**src/rtl/mem_arb_pkg.sv**
```systemverilog
// Shared types and constants for the CPU/DMA unified-memory arbiter.
package mem_arb_pkg;

  localparam int unsigned DEF_ADDR_W = 32;
  localparam int unsigned DEF_DATA_W = 32;
  localparam int unsigned CNT_W      = 4;

  localparam logic OWN_CPU = 1'b0;
  localparam logic OWN_DMA = 1'b1;

  typedef enum logic [1:0] {
    IDLE   = 2'd0,
    ACCESS = 2'd1,
    RESP   = 2'd2
  } arb_state_t;

endpackage

```
**src/rtl/mem_arb_pick.sv**
```systemverilog
// Combinational winner select for the memory arbiter.
// ARB_RR_EN defined: round-robin on ties; otherwise fixed CPU priority.
module mem_arb_pick
  import mem_arb_pkg::*;
(
  input  logic cpu_req,
  input  logic dma_req,
  input  logic last_owner,
  output logic gnt_valid_c,
  output logic gnt_owner_c
);

  assign gnt_valid_c = cpu_req | dma_req;

`ifdef ARB_RR_EN
  // On a tie the port that did not win last time goes first.
  always_comb begin
    gnt_owner_c = OWN_CPU;
    if (cpu_req && dma_req) begin
      gnt_owner_c = (last_owner == OWN_CPU) ? OWN_DMA : OWN_CPU;
    end else if (dma_req) begin
      gnt_owner_c = OWN_DMA;
    end
  end
`else
  logic last_owner_unused;
  assign last_owner_unused = last_owner;

  assign gnt_owner_c = (!cpu_req && dma_req) ? OWN_DMA : OWN_CPU;
`endif

endmodule

```
**src/rtl/mem_arbiter.sv**
```systemverilog
// Two-port (CPU/DMA) arbiter for a single fixed-latency memory port.
// Tie-break policy selected by ARB_RR_EN (round-robin) vs fixed CPU priority.
module mem_arbiter
  import mem_arb_pkg::*;
#(
  parameter int unsigned ADDR_W  = DEF_ADDR_W,
  parameter int unsigned DATA_W  = DEF_DATA_W,
  parameter int unsigned MEM_LAT = 1
) (
  input  logic              clk,
  input  logic              rstN,
  input  logic              cpuReq,
  input  logic              cpuWe,
  input  logic [ADDR_W-1:0] cpuAdr,
  input  logic [DATA_W-1:0] cpuWriteData,
  output logic              cpuAck,
  output logic [DATA_W-1:0] cpuReadData,
  input  logic              dmaReq,
  input  logic              dmaWe,
  input  logic [ADDR_W-1:0] dmaAdr,
  input  logic [DATA_W-1:0] dmaWriteData,
  output logic              dmaAck,
  output logic [DATA_W-1:0] dmaReadData,
  output logic [ADDR_W-1:0] memAdr,
  output logic [DATA_W-1:0] memWriteData,
  output logic              memWrite,
  input  logic [DATA_W-1:0] memReadData,
  output logic              busy,
  output logic              owner
);

  arb_state_t       state_q, state_d;
  logic [CNT_W-1:0] cnt_q, cnt_d;
  logic             last_owner_q, last_owner_d;
  logic             we_q, we_d;
  logic             owner_d, busy_d;
  logic             mem_write_d, cpu_ack_d, dma_ack_d;
  logic [ADDR_W-1:0] adr_d;
  logic [DATA_W-1:0] wdata_d, cpu_rdata_d, dma_rdata_d;
  logic             gnt_valid_c, gnt_owner_c;

  mem_arb_pick u_pick (
    .cpu_req     (cpuReq),
    .dma_req     (dmaReq),
    .last_owner  (last_owner_q),
    .gnt_valid_c (gnt_valid_c),
    .gnt_owner_c (gnt_owner_c)
  );

  // Next-state and next-output logic; every output is a register below.
  always_comb begin
    state_d      = state_q;
    cnt_d        = cnt_q;
    last_owner_d = last_owner_q;
    we_d         = we_q;
    owner_d      = owner;
    busy_d       = busy;
    adr_d        = memAdr;
    wdata_d      = memWriteData;
    mem_write_d  = 1'b0;
    cpu_ack_d    = 1'b0;
    dma_ack_d    = 1'b0;
    cpu_rdata_d  = cpuReadData;
    dma_rdata_d  = dmaReadData;

    case (state_q)
      IDLE: begin
        if (gnt_valid_c) begin
          state_d      = ACCESS;
          cnt_d        = CNT_W'(MEM_LAT);
          owner_d      = gnt_owner_c;
          last_owner_d = gnt_owner_c;
          busy_d       = 1'b1;
          if (gnt_owner_c == OWN_DMA) begin
            we_d        = dmaWe;
            adr_d       = dmaAdr;
            wdata_d     = dmaWriteData;
            mem_write_d = dmaWe;
          end else begin
            we_d        = cpuWe;
            adr_d       = cpuAdr;
            wdata_d     = cpuWriteData;
            mem_write_d = cpuWe;
          end
        end
      end

      ACCESS: begin
        cnt_d = cnt_q - CNT_W'(1);
        // Last access cycle: read data is valid now, ack goes out next cycle.
        if (cnt_q == CNT_W'(1)) begin
          state_d = RESP;
          if (owner == OWN_DMA) begin
            dma_ack_d = 1'b1;
            if (!we_q) dma_rdata_d = memReadData;
          end else begin
            cpu_ack_d = 1'b1;
            if (!we_q) cpu_rdata_d = memReadData;
          end
        end
      end

      RESP: begin
        state_d = IDLE;
        busy_d  = 1'b0;
      end

      default: begin
        state_d = IDLE;
        busy_d  = 1'b0;
      end
    endcase
  end

  always_ff @(posedge clk or negedge rstN) begin
    if (!rstN) begin
      state_q      <= IDLE;
      cnt_q        <= '0;
      last_owner_q <= OWN_DMA;
      we_q         <= 1'b0;
      owner        <= OWN_CPU;
      busy         <= 1'b0;
      memAdr       <= '0;
      memWriteData <= '0;
      memWrite     <= 1'b0;
      cpuAck       <= 1'b0;
      dmaAck       <= 1'b0;
      cpuReadData  <= '0;
      dmaReadData  <= '0;
    end else begin
      state_q      <= state_d;
      cnt_q        <= cnt_d;
      last_owner_q <= last_owner_d;
      we_q         <= we_d;
      owner        <= owner_d;
      busy         <= busy_d;
      memAdr       <= adr_d;
      memWriteData <= wdata_d;
      memWrite     <= mem_write_d;
      cpuAck       <= cpu_ack_d;
      dmaAck       <= dma_ack_d;
      cpuReadData  <= cpu_rdata_d;
      dmaReadData  <= dma_rdata_d;
    end
  end

endmodule

```
**config.mk**
```make
export PLATFORM = sky130hd
export DESIGN_NAME = mem_arbiter
export DESIGN_NICKNAME = d
export VERILOG_FILES = /design/src/rtl/mem_arb_pkg.sv /design/src/rtl/mem_arb_pick.sv /design/src/rtl/mem_arbiter.sv
export SDC_FILE = /design/constraint.sdc
export NUM_CORES = 1
export LEC_CHECK = 0
export ABC_AREA = 1
export BUFFER_PORTS_ARGS = -buffer_cell sky130_fd_sc_hd__buf_2
export CORE_AREA = 2 2 148 150
export DETAILED_ROUTE_END_ITERATION = 10
export DIE_AREA = 0 0 150 152
export RECOVER_POWER = 50
export SLEW_MARGIN = 20
export SYNTH_ARGS = -nofsm -noshare
export SYNTH_HDL_FRONTEND = slang
export SYNTH_SLANG_ARGS = --single-unit
```
**constraint.sdc**
```tcl
create_clock -name clk -period 1.3 [get_ports clk]
set_clock_uncertainty 0.1 [all_clocks]
set_input_delay 0.13 -clock clk [delete_from_list [all_inputs] [get_ports clk]]
set_output_delay 0.13 -clock clk [all_outputs]
set_load 0.1 [all_outputs]
```
# [Word-level counts from Yosys, hierarchy flattened]
# Index checks and enable logic that the tools add are counted.
[totals] regBits=140 out_inout_bits=133 mem_bits_ro=0 ram_bits=0 latchBits=0 memories=0 word_cells=50
[op_classes] mux=19 n_shift=0 n_addsub=1 eq_ne=4 n_reduce_logical=10 n_div=0 bitwise_logic=4 n_lt_le_gt_ge=0 multipliers=0
[ops] op="32-bit two-way mux" n=2
[ops] op="1-bit two-way mux" n=11
[ops] op="4-bit case mux with 2 select lines" n=1
[ops] op="2-bit AND reduction" n=4
[ops] op="4-bit AND reduction" n=2
[ops] op="4-bit by 1-bit equality test with 1-bit output, second input constant" n=1
[ops] op="2-bit two-way mux" n=2
[ops] op="4-bit two-way mux" n=1
[ops] op="2-bit inequality test, second input constant" n=2
[ops] op="2-bit case mux with 2 select lines" n=1
[ops] op="4-bit by 1-bit subtractor with 4-bit output, second input constant" n=1
[ops] op="1-bit NOT" n=3
[ops] op="2-bit by 1-bit equality test with 1-bit output, second input constant" n=1
[ops] op="2-bit zero test" n=1
[ops] op="1-bit case mux with 2 select lines" n=1
[ops] op="2-bit nonzero test" n=1
[ops] op="1-bit logical AND" n=1
[ops] op="1-bit zero test" n=1
[ops] op="1-bit OR" n=1

# [Depth between registers and ports, before layout]
[depth] depth_word=6 depth_mapped=8

# [Hierarchy]
# Synthesis repeated with hierarchy kept, for this count alone.
[hier_totals] cells_unflattened=824 hier_area_um2=6346.1
[by_module_without_submodules] module="mem_arbiter" area_each_um2=6331.1 cells_per_inst=820 seq_area_each_um2=3529.6 n_inst=1
[by_module_without_submodules] module="mem_arb_pick" area_each_um2=15.0 cells_per_inst=4 seq_area_each_um2=0.0 n_inst=1

# [Least setup slack after synthesis]
# Ideal clock, no wire load.
[synth_timing] kind="reg-to-reg" start="register owner" end="register dmaReadData[0]" required_time_ps=1078 n_path_buf=1 path_slack_ps=-599 arrival_ps=1677 path_stages_with_launch=7 period_less_slack_ps=1899 path_cell_list="dfrtp_1 > nand2_1 > nor2_4 > nand2_1 > buf_2 > nand2_1 > nand2_1"
[synth_via] elab_chain_cells=1
[synth_lines] element="from (decl)" line="mem_arbiter.sv:29" text="output logic owner"
[synth_lines] element="from (signal assigned)" line="mem_arbiter.sv:135" text="owner <= owner_d;"
[synth_lines] element="4-bit AND reduction (no source line)"
[synth_lines] element="to (signal assigned)" line="mem_arbiter.sv:143" text="dmaReadData <= dma_rdata_d;"
[synth_lines] element="to (decl)" line="mem_arbiter.sv:23" text="output logic [DATA_W-1:0] dmaReadData,"
# Every way passes these cells.
# A chain may end at the register's enable or synchronous reset.

# [Final worst setup path]
[layout_timing] start="register owner" end="register cpuReadData[26]"
[layout_via] elab_chain_cells=2
[layout_lines] element="1-bit NOT (no source line)"
[layout_lines] element="4-bit AND reduction (no source line)"
[layout_lines] element="to (signal assigned)" line="mem_arbiter.sv:142" text="cpuReadData <= cpu_rdata_d;"
[layout_lines] element="to (decl)" line="mem_arbiter.sv:17" text="output logic [DATA_W-1:0] cpuReadData,"
# Every way passes these cells.

==> impl_metrics.py <==
metrics = {
    "timing": {
        "fmax_ghz": 0.672,
        "max_slew_margin_pct": 45.2,
        "setup_ws_ps": -187,
        "hold_viol": 3,
        "rsz0062_at_grt": "yes",
        "worst_pin_slew_ps": 823,
        "whs_ps": -37.6,
        "setup_viol": 131,
        "period_minus_slack_ps": 1490,
        "fin_crit_sh_pct": 114,
        "slew_violations": 0,
    },
    "logic_synthesis": {
        "async_flop_share_pct": 100,
        "yosysWarnings": 0,
        "synth_edf_count": 0,
        "yosysTopAreaCell": "dfrtp_1",
        "syn-mean-instance-area_sq_um": 7.66,
        "synth-seq-cells": 140,
        "synthesis.area_sq_um": 6310,
        "synth_area_leaders": "dfrtp_1, nand2_1, nand3_1, buf_2, buf_4",
        "synth_cell_type_count": 18,
        "synth_cells": 823,
        "synth_common_cells": "nand2_1, dfrtp_1, nand3_1",
        "synth_top_flop_cell": "dfrtp_1",
        "yosysMostFrequentCell": "nand2_1",
        "synth_nets": 991,
        "ys_seq_area_share_pct": 55.6,
        "yosysTopAreaCellShare_pct": 55.6,
    },
    "min_path": {
        "worstHoldPathType": "in2reg",
    },
    "setup_path": {
        "crit_top_cell": "nand2_1",
        "path_delay_family": "simple AND/OR/NAND/NOR gates",
        "required_ps": 1510,
        "crit_chain": "inv_2 > nand2_2 > nor2_4 > buf_12 > nand2_8 > nand2_1 > nand2_1",
        "cp-start-kind": "flop",
        "worst-path-buf-inv": 2,
        "cpMaxStageDelayCell": "dfrtp_4",
        "critPathCaptureType": "flop",
        "arrival_ps": 1700,
        "path_max_fanout": 16,
        "cpPeakStageDelay_ps": 500,
        "crit_type": "reg2reg",
    },
    "placement": {
        "placed_area_sq_um": 10300,
        "portBuffers": 298,
        "hpwlAfterDp_um": 15000,
        "place.gp.congestion": 0.773,
    },
    "drt": {
        "firstDrtPassIters": 5,
        "num_vias": 7897,
        "viasPerCell": 4.81,
        "finalWirelength_um": 29100,
        "wl_per_cell_um": 17.7,
        "dr.first_iter.drc_count": 570,
        "ant_nets": 0,
        "drc_errors": 0,
    },
    "status": {
        "status": "finished, violations left",
        "violations": "hold timing, setup timing",
    },
    "clocking": {
        "cts.sinks": 140,
        "cts_tree": "done",
        "clock_latency_ps": 420,
        "ctsHtreeMaxLevel": 4,
        "cts.clk_slew.worst_paths_ps": 70,
        "numCtsBuffers": 17,
        "clockBufferDepth": 2,
        "clockRootBuffer": "clkbuf_16",
    },
    "global_route": {
        "antenna_found_initial": 3,
        "grt_pass1_wl_um": 42000,
        "grt_pass1_vias": 7868,
        "grt_max_degree": 58,
        "overflow": 0,
        "grt_usage_pct": 23.7,
    },
    "layout": {
        "drive_above_1_share_pct": 44.8,
        "nFillCells": 1520,
        "area_growth_pct": 122,
        "fin_area_sq_um": 14000,
        "nets": 1514,
    },
    "floorplanning": {
        "pin_count": 299,
        "start_util_pct": 29.5,
        "dieArea_sq_um": 22800,
        "die_w_um": 150,
        "rows": 54,
        "coreArea_sq_um": 21400,
        "dieHeight_um": 152,
    },
    "job": {
        "cap_violations": 0,
    },
}
[placed cells by master (no fill, tap or decap), types with 5 or more instances in the layout]
cell and n:
dlygate4sd3_1 158, nor2_4 5, nand2_8 6, nand2_4 47
nand2_1 413, buf_16 11, dfrtp_1 105, buf_2 165
buf_12 144, nand3_1 65, nand3_2 5, dfrtp_2 34
buf_4 48, buf_6 11, inv_6 7, inv_2 7
clkbuf_16 21, nand2_2 76
[path summary, 6_finish.rpt]
path	slack, ps	cells past startpoint	startpoint	to
max	-190	7	owner	cpuReadData[26]
min in group asynchronous	240	2	rstN	dmaReadData[25]
max in group asynchronous	120	3	rstN	owner
min reg2reg	390	2	we_q	we_q
max reg2reg	-190	7	owner	cpuReadData[26]
min	-40	5	cpuAdr[31]	memAdr[31]
[final cells by class]
class | count | area [sq um] | share of cell area, %
Clock buffer | 17 | 425 | 3.04
Sequential cell | 140 | 3550 | 25.3
Timing Repair inverter | 1 | 16.3 | 0.116
Timing Repair Buffer | 547 | 6250 | 44.6
Inverter | 12 | 60.1 | 0.428
Clock inverter | 15 | 149 | 1.06
Multi-Input combinational cell | 627 | 3210 | 22.9
Tap cell | 280 | 350 | 2.50
Antenna cell | 3 | 7.51 | 0.0536
[flip-flops by register name (all words and copies together), names as in the netlist, 2 cells and up]
| register | cells |
|---|---|
| memAdr | 32 |
| dmaReadData | 32 |
| cnt_q | 4 |
| cpuReadData | 32 |
| memWriteData | 32 |
| state_q | 2 |
[worst min-delay path, stage by stage]
cell and delay [ps]:
buf_2 80, nand2_1 50, nand2_1 60, nand2_1 70, nand2_2 70
[metal layers]
layer  vias to the layer above  global-route usage (%)  part of all wire [%]
met1                      3738                    28.3                    36
li1                       3586                       -                     -
met4                         0                    12.0                   4.8
met2                       474                    39.0                    51
met3                        99                    6.37                   8.6
met5                         -                       0                     0
[cells by family after synthesis]
logic type	after synthesis	share of synthesized area [%]
simple gates	618	38.7
flops	140	55.6
buf+inv	60	5.12
compound gates	3	0.278
fa+ha+maj	2	0.397
[per-stage QoR]
stage | std cells | setup WS, ps | setup TNS, ps | util [%]
2_1_floorplan | 823 | -185 | -9870 | -
3_3_place_gp | 1390 | -247 | -15380 | 48.1
3_5_place_dp | 1390 | -290 | -17370 | 48.1
4_1_cts | 1607 | -190 | -14420 | 61.5
5_1_grt | 1642 | -268 | -24730 | 65.6
6_report | 1642 | -187 | -15220 | 65.6
[timing repair]
item	4_1_cts	5_1_grt
cloned	12	8
hold buffers	164	5
pin swaps	42	55
setup endpoints to repair	128	174
gates resized for setup	80	186
endpoints found under the hold margin	271	5
buffers inserted	11	30
Power is left out: the tool's default activity adds up to more than one toggle a clock period on the data nets, which glitch-free logic cannot reach.
